File: src/rtl/decode_queue.sv
// decode_queue: instruction queue between fetch and decode.
// Entries live in a DEPTH-entry circular buffer. Each instruction is pre-decoded
// for an illegal major opcode at enqueue and merged with any fetch exception. The
// head entry is presented together with the register and CSR addresses it names.
//
// Ports:
//   clk_i, rst_ni          clock (rising edge), asynchronous active-low reset
//   flush_i                synchronous discard of every queued entry
//   in_valid_i/in_ready_o  fetch-side handshake
//   in_pc_i, in_instr_i    instruction PC and word
//   in_ex_i, in_ex_code_i, in_ex_value_i   exception already raised by fetch
//   out_valid_o/out_ready_i                decode-side handshake
//   out_pc_o, out_instr_o                  head PC and word (zero when empty)
//   out_ex_o, out_ex_code_o, out_ex_value_o merged head exception (zero when empty)
//   out_ra1_o, out_ra2_o, out_csr_addr_o   register/CSR addresses from head word
//   count_o                                number of occupied entries
module decode_queue #(
  parameter int unsigned       XLEN         = 64,
  parameter int unsigned       DEPTH        = 4,
  parameter int unsigned       CODEW        = 4,
  parameter logic [CODEW-1:0]  ILLEGAL_CODE = CODEW'(2),
  parameter logic [31:0]       SKIP_INSTR   = 32'h0005006b
) (
  input  logic                         clk_i,
  input  logic                         rst_ni,
  input  logic                         flush_i,
  input  logic                         in_valid_i,
  output logic                         in_ready_o,
  input  logic [XLEN-1:0]              in_pc_i,
  input  logic [31:0]                  in_instr_i,
  input  logic                         in_ex_i,
  input  logic [CODEW-1:0]             in_ex_code_i,
  input  logic [XLEN-1:0]              in_ex_value_i,
  output logic                         out_valid_o,
  input  logic                         out_ready_i,
  output logic [XLEN-1:0]              out_pc_o,
  output logic [31:0]                  out_instr_o,
  output logic                         out_ex_o,
  output logic [CODEW-1:0]             out_ex_code_o,
  output logic [XLEN-1:0]              out_ex_value_o,
  output logic [4:0]                   out_ra1_o,
  output logic [4:0]                   out_ra2_o,
  output logic [11:0]                  out_csr_addr_o,
  output logic [$clog2(DEPTH+1)-1:0]   count_o
);

  localparam int unsigned     PtrW = $clog2(DEPTH);
  localparam int unsigned     CntW = $clog2(DEPTH + 1);
  localparam logic [CntW-1:0] Full = CntW'(DEPTH);

  logic [PtrW-1:0] head_q, head_d, tail_q, tail_d;
  logic [CntW-1:0] count_q, count_d;
  logic            enq, deq;

  // Entry storage is deliberately not reset; occupancy alone decides validity.
  logic [XLEN-1:0]  pc_mem    [DEPTH];
  logic [31:0]      instr_mem [DEPTH];
  logic             ex_mem    [DEPTH];
  logic [CODEW-1:0] code_mem  [DEPTH];
  logic [XLEN-1:0]  value_mem [DEPTH];

  // A full queue that drains this cycle still frees a slot for fetch.
  assign in_ready_o  = !flush_i && ((count_q != Full) || out_ready_i);
  assign out_valid_o = (count_q != '0);
  assign enq         = in_valid_i && in_ready_o;
  assign deq         = out_valid_o && out_ready_i && !flush_i;
  assign count_o     = count_q;

  // Pre-decode of the incoming word.
  logic             legal;
  logic             ex_new;
  logic [CODEW-1:0] code_new;
  logic [XLEN-1:0]  value_new;

  always_comb begin
    legal = 1'b0;
    if (in_instr_i[1:0] == 2'b11) begin
      case (in_instr_i[6:0])
        7'h03, 7'h0f, 7'h13, 7'h17, 7'h1b, 7'h23, 7'h33,
        7'h37, 7'h3b, 7'h63, 7'h67, 7'h6f, 7'h73: legal = 1'b1;
        default:                                  legal = 1'b0;
      endcase
    end
    if (in_instr_i == SKIP_INSTR) legal = 1'b1;
  end

  // Fetch exception has priority over the illegal-opcode exception.
  always_comb begin
    ex_new    = 1'b0;
    code_new  = '0;
    value_new = '0;
    if (in_ex_i) begin
      ex_new    = 1'b1;
      code_new  = in_ex_code_i;
      value_new = in_ex_value_i;
    end else if (!legal) begin
      ex_new    = 1'b1;
      code_new  = ILLEGAL_CODE;
      value_new = in_pc_i;
    end
  end

  always_comb begin
    head_d  = head_q;
    tail_d  = tail_q;
    count_d = count_q;
    if (flush_i) begin
      head_d  = '0;
      tail_d  = '0;
      count_d = '0;
    end else begin
      // Power-of-two depth: pointer overflow is the wrap.
      if (enq) tail_d = tail_q + 1'b1;
      if (deq) head_d = head_q + 1'b1;
      case ({enq, deq})
        2'b10:   count_d = count_q + 1'b1;
        2'b01:   count_d = count_q - 1'b1;
        default: count_d = count_q;
      endcase
    end
  end

  always_ff @(posedge clk_i or negedge rst_ni) begin
    if (!rst_ni) begin
      head_q  <= '0;
      tail_q  <= '0;
      count_q <= '0;
    end else begin
      head_q  <= head_d;
      tail_q  <= tail_d;
      count_q <= count_d;
    end
  end

  always_ff @(posedge clk_i) begin
    if (enq) begin
      pc_mem[tail_q]    <= in_pc_i;
      instr_mem[tail_q] <= in_instr_i;
      ex_mem[tail_q]    <= ex_new;
      code_mem[tail_q]  <= code_new;
      value_mem[tail_q] <= value_new;
    end
  end

  always_comb begin
    out_pc_o       = '0;
    out_instr_o    = '0;
    out_ex_o       = 1'b0;
    out_ex_code_o  = '0;
    out_ex_value_o = '0;
    if (out_valid_o) begin
      out_pc_o       = pc_mem[head_q];
      out_instr_o    = instr_mem[head_q];
      out_ex_o       = ex_mem[head_q];
      out_ex_code_o  = code_mem[head_q];
      out_ex_value_o = value_mem[head_q];
    end
  end

  assign out_ra1_o      = out_instr_o[19:15];
  assign out_ra2_o      = out_instr_o[24:20];
  assign out_csr_addr_o = out_instr_o[31:20];

endmodule

File: config.mk
export PLATFORM = sky130hd
export DESIGN_NAME = decode_queue
export DESIGN_NICKNAME = d
export VERILOG_FILES = /design/src/rtl/decode_queue.sv
export SDC_FILE = /design/constraint.sdc
export NUM_CORES = 1
export LEC_CHECK = 0
export CAP_MARGIN = 20
export CORE_ASPECT_RATIO = 2
export CORE_UTILIZATION = 45
export DETAILED_ROUTE_END_ITERATION = 10
export PLACE_DENSITY = 0.7
export SETUP_SLACK_MARGIN = 0.4
export SYNTH_ARGS = -nofsm -noshare
export SYNTH_HDL_FRONTEND = slang
export SYNTH_SLANG_ARGS = --single-unit
export TNS_END_PERCENT = 100
File: constraint.sdc
create_clock -name clk_i -period 5.47 [get_ports clk_i]
set_input_delay 1.3675 -clock clk_i [delete_from_list [all_inputs] [get_ports clk_i]]
set_output_delay 1.3675 -clock clk_i [all_outputs]
set_load 0.1 [all_outputs]
==> flow_summary.yaml <==
outcome:
  status: "finished clean"
timing:
  finalSetupTns_ns: 0
  relSlewSlack: 0.2777
  fin_worst_skew_ns: 0.01946
  min_period_over_period: 0.8870
  worst_slew_pin_slew_ns: 1.080
  slew_violations: 0
  grt_setup_unrepaired: "false"
  finalHoldViolCount: 0
  hold_slack_ns: 0.6225
  setup_viol: 0
  fin_crit_ns: 4.852
  max_freq_mhz: 206.1
power:
  powerDensity_mw_per_mm2: 425.5
  report.power.total_uw: 14230
  peakVddDrop_uv: 398.9
  intPower_uw: 9249
  leakagePower_uw: 0.01096
  switching_share: 0.3500
  power_frac_seq: 0.414
  clockPowerShare: 0.285
  switchingPower_uw: 4980
  pwr-share-comb: 0.301
global_routing:
  grt_pass1_wl_um: 94320
  grt_pass1_vias: 14930
  grt_start_max_net_pins: 87
  grt_usage: 0.2076
  gr-total-overflow: 0
  antenna_found_initial: 4
yosys:
  syn_inst: 1362
  ys_seq_area_frac: 0.7341
  async_flop_share: 0.01049
  synth_area_leaders: "edfxtp_1 (73%), mux4_2 (14%), and2_1 (4.0%)"
  synth.avg_cell_area_sq_um: 20.00
  synth_top_area_frac: 0.7277
  yosys_register_bits: 667
  synth_fp_nets: 1537
  synth_warnings: 0
  synth_cell_type_count: 43
  synth_top_area_cell: "edfxtp_1"
  synthTopCellsByCount: "edfxtp_1 (660), and2_1 (172), mux4_2 (165), inv_1 (67), nand2_1 (67)"
  synth_edf_count: 660
  post-synth-top-count-cell: "edfxtp_1"
  netlist_area_sq_mm: 0.02724
  synth_flop_cell: "edfxtp_1"
drt:
  wirelength_um: 63550
  firstDrtPassIters: 5
  ant_nets: 0
  drc: 0
  via_per_inst: 5.569
  dr.first_iter.drc_count: 957
  wl_per_cell_um: 25.13
  route.vias.total: 14090
die:
  core_sq_mm: 0.05991
  die_x_um: 176.0
  dieArea_sq_mm: 0.06157
  core.rowCount: 127
  initial_core_util: 0.4546
  io_pins: 362
  die_h_um: 349.9
cells_and_area:
  stdcell_count: 2529
  area_growth_pct: 22.78
  final_util: 0.5582
  nFillCells: 4550
  layout-drive-gt1-share: 0.2213
  final_nets: 1882
cts:
  cts_setup_buffers: 0
  cts_made_buffers: 56
  tritoncts: "done"
  cts_resized: 0
  htreeDepth: 2
  cts-root-buf: "clkbuf_16"
  clock_sink_count: 667
  path_clk_slew_ns: 0.07
  cts_buffer_depth: 3
  clk_latency_ns: 0.61
  postCtsHoldBufs: 0
setup_path:
  crit_type: "register to output pin"
  cp-end-kind: "output pin"
  start_kind: "register"
  cp.required_ns: 4.10
  cp_max_fo: 41
  worstPathArrival_ns: 3.48
place:
  place_inst: 2423
  place_congestion: 0.7711
  dpl.hpwl_um: 39190
  io_buffers: 361
run:
  maxCapViolCount: 0
hold_path:
  hold_path_class: "register to register"
registers in the layout, indices dropped and copies added (netlist names):
register / flops
count_o: 3
pc_mem: 256
code_mem: 16
instr_mem: 128
tail_q: 2
ex_mem: 4
head_q: 2
value_mem: 256
stage by stage:
step                      cell area [sq um]  worst slack (ns)
after detailed placement              31580             1.081
after CTS                             33430            0.5387
after global placement                31570             1.120
after floorplan                       27240            0.9219
after global routing                  33440            0.4811
final                                 33440            0.6180
layout make-up:
type	count	area [sq um]	area share
Sequential cell	667	20000	0.5981
Tap cell	774	968.4	0.02896
Timing Repair Buffer	395	3990	0.1193
Clock buffer	69	1493	0.04464
Multi-Input combinational cell	520	6366	0.1904
Antenna cell	2	5.005	0.0001497
Inverter	67	251.5	0.007521
Clock inverter	35	364.1	0.01089
cell families after synthesis:
kind of cell / after synthesis / share of synthesized area
simple gates: 271 / 0.05692
flops: 667 / 0.7341
compound gates: 74 / 0.03459
mux: 168 / 0.1376
fa+ha+maj: 5 / 0.002573
xor+xnor: 2 / 0.0006433
buf+inv: 175 / 0.03354
routing by layer:
layer,up-vias,global-route usage,part of all wire
met5,-,0,0.00036
met4,4,0.06264,0.024
met3,78,0.04053,0.059
met2,499,0.3637,0.53
met1,7411,0.2590,0.39
li1,6093,-,-
power by group through the flow:
stage / logic, uW / registers, uW / clock network, uW
after floorplan: 3280 / 6000 / 0
after global placement: 4310 / 5980 / 0
after detailed placement: 4330 / 6000 / 0
after CTS: 4340 / 5890 / 4130
after global routing: 4450 / 5900 / 4310
final: 4280 / 5880 / 4060
path summary, 6_finish.rpt:
check,start,endpoint,slack [ns],cells after the start
max in group asynchronous,rst_ni,head_q[0],4.10,1
worst max-delay path,head_q[1],out_ex_value_o[34],0.62,4
worst max register to register,count_o[2],instr_mem[2][9],2.57,4
worst min register to register,tail_q[0],tail_q[0],0.62,1
min in group asynchronous,rst_ni,count_o[0],1.06,1
worst min-delay path,tail_q[0],tail_q[0],0.62,1
worst max-delay path: stages (launching register included):
cell	delay (ns)
dfrtp_4	0.90
buf_4	0.42
mux4_2	0.25
and2_1	0.15
clkdlybuf4s50_1	1.15
layout by cell type, fill, tap and decap left out, types with 5 or more instances in the layout:
master	Yosys	routed
clkbuf_16	0	58
buf_12	0	20
clkinv_2	0	12
mux4_2	165	165
bufinv_16	0	7
clkbuf_1	37	11
inv_1	67	67
buf_4	24	64
o41ai_1	24	24
o41ai_2	40	40
and2_1	172	168
edfxtp_1	660	660
clkdlybuf4s50_1	0	309
clkinv_1	0	11
nand2_1	67	67
nor2_1	8	7
dfrtp_1	7	5
(Power assumes the default switching activity.)
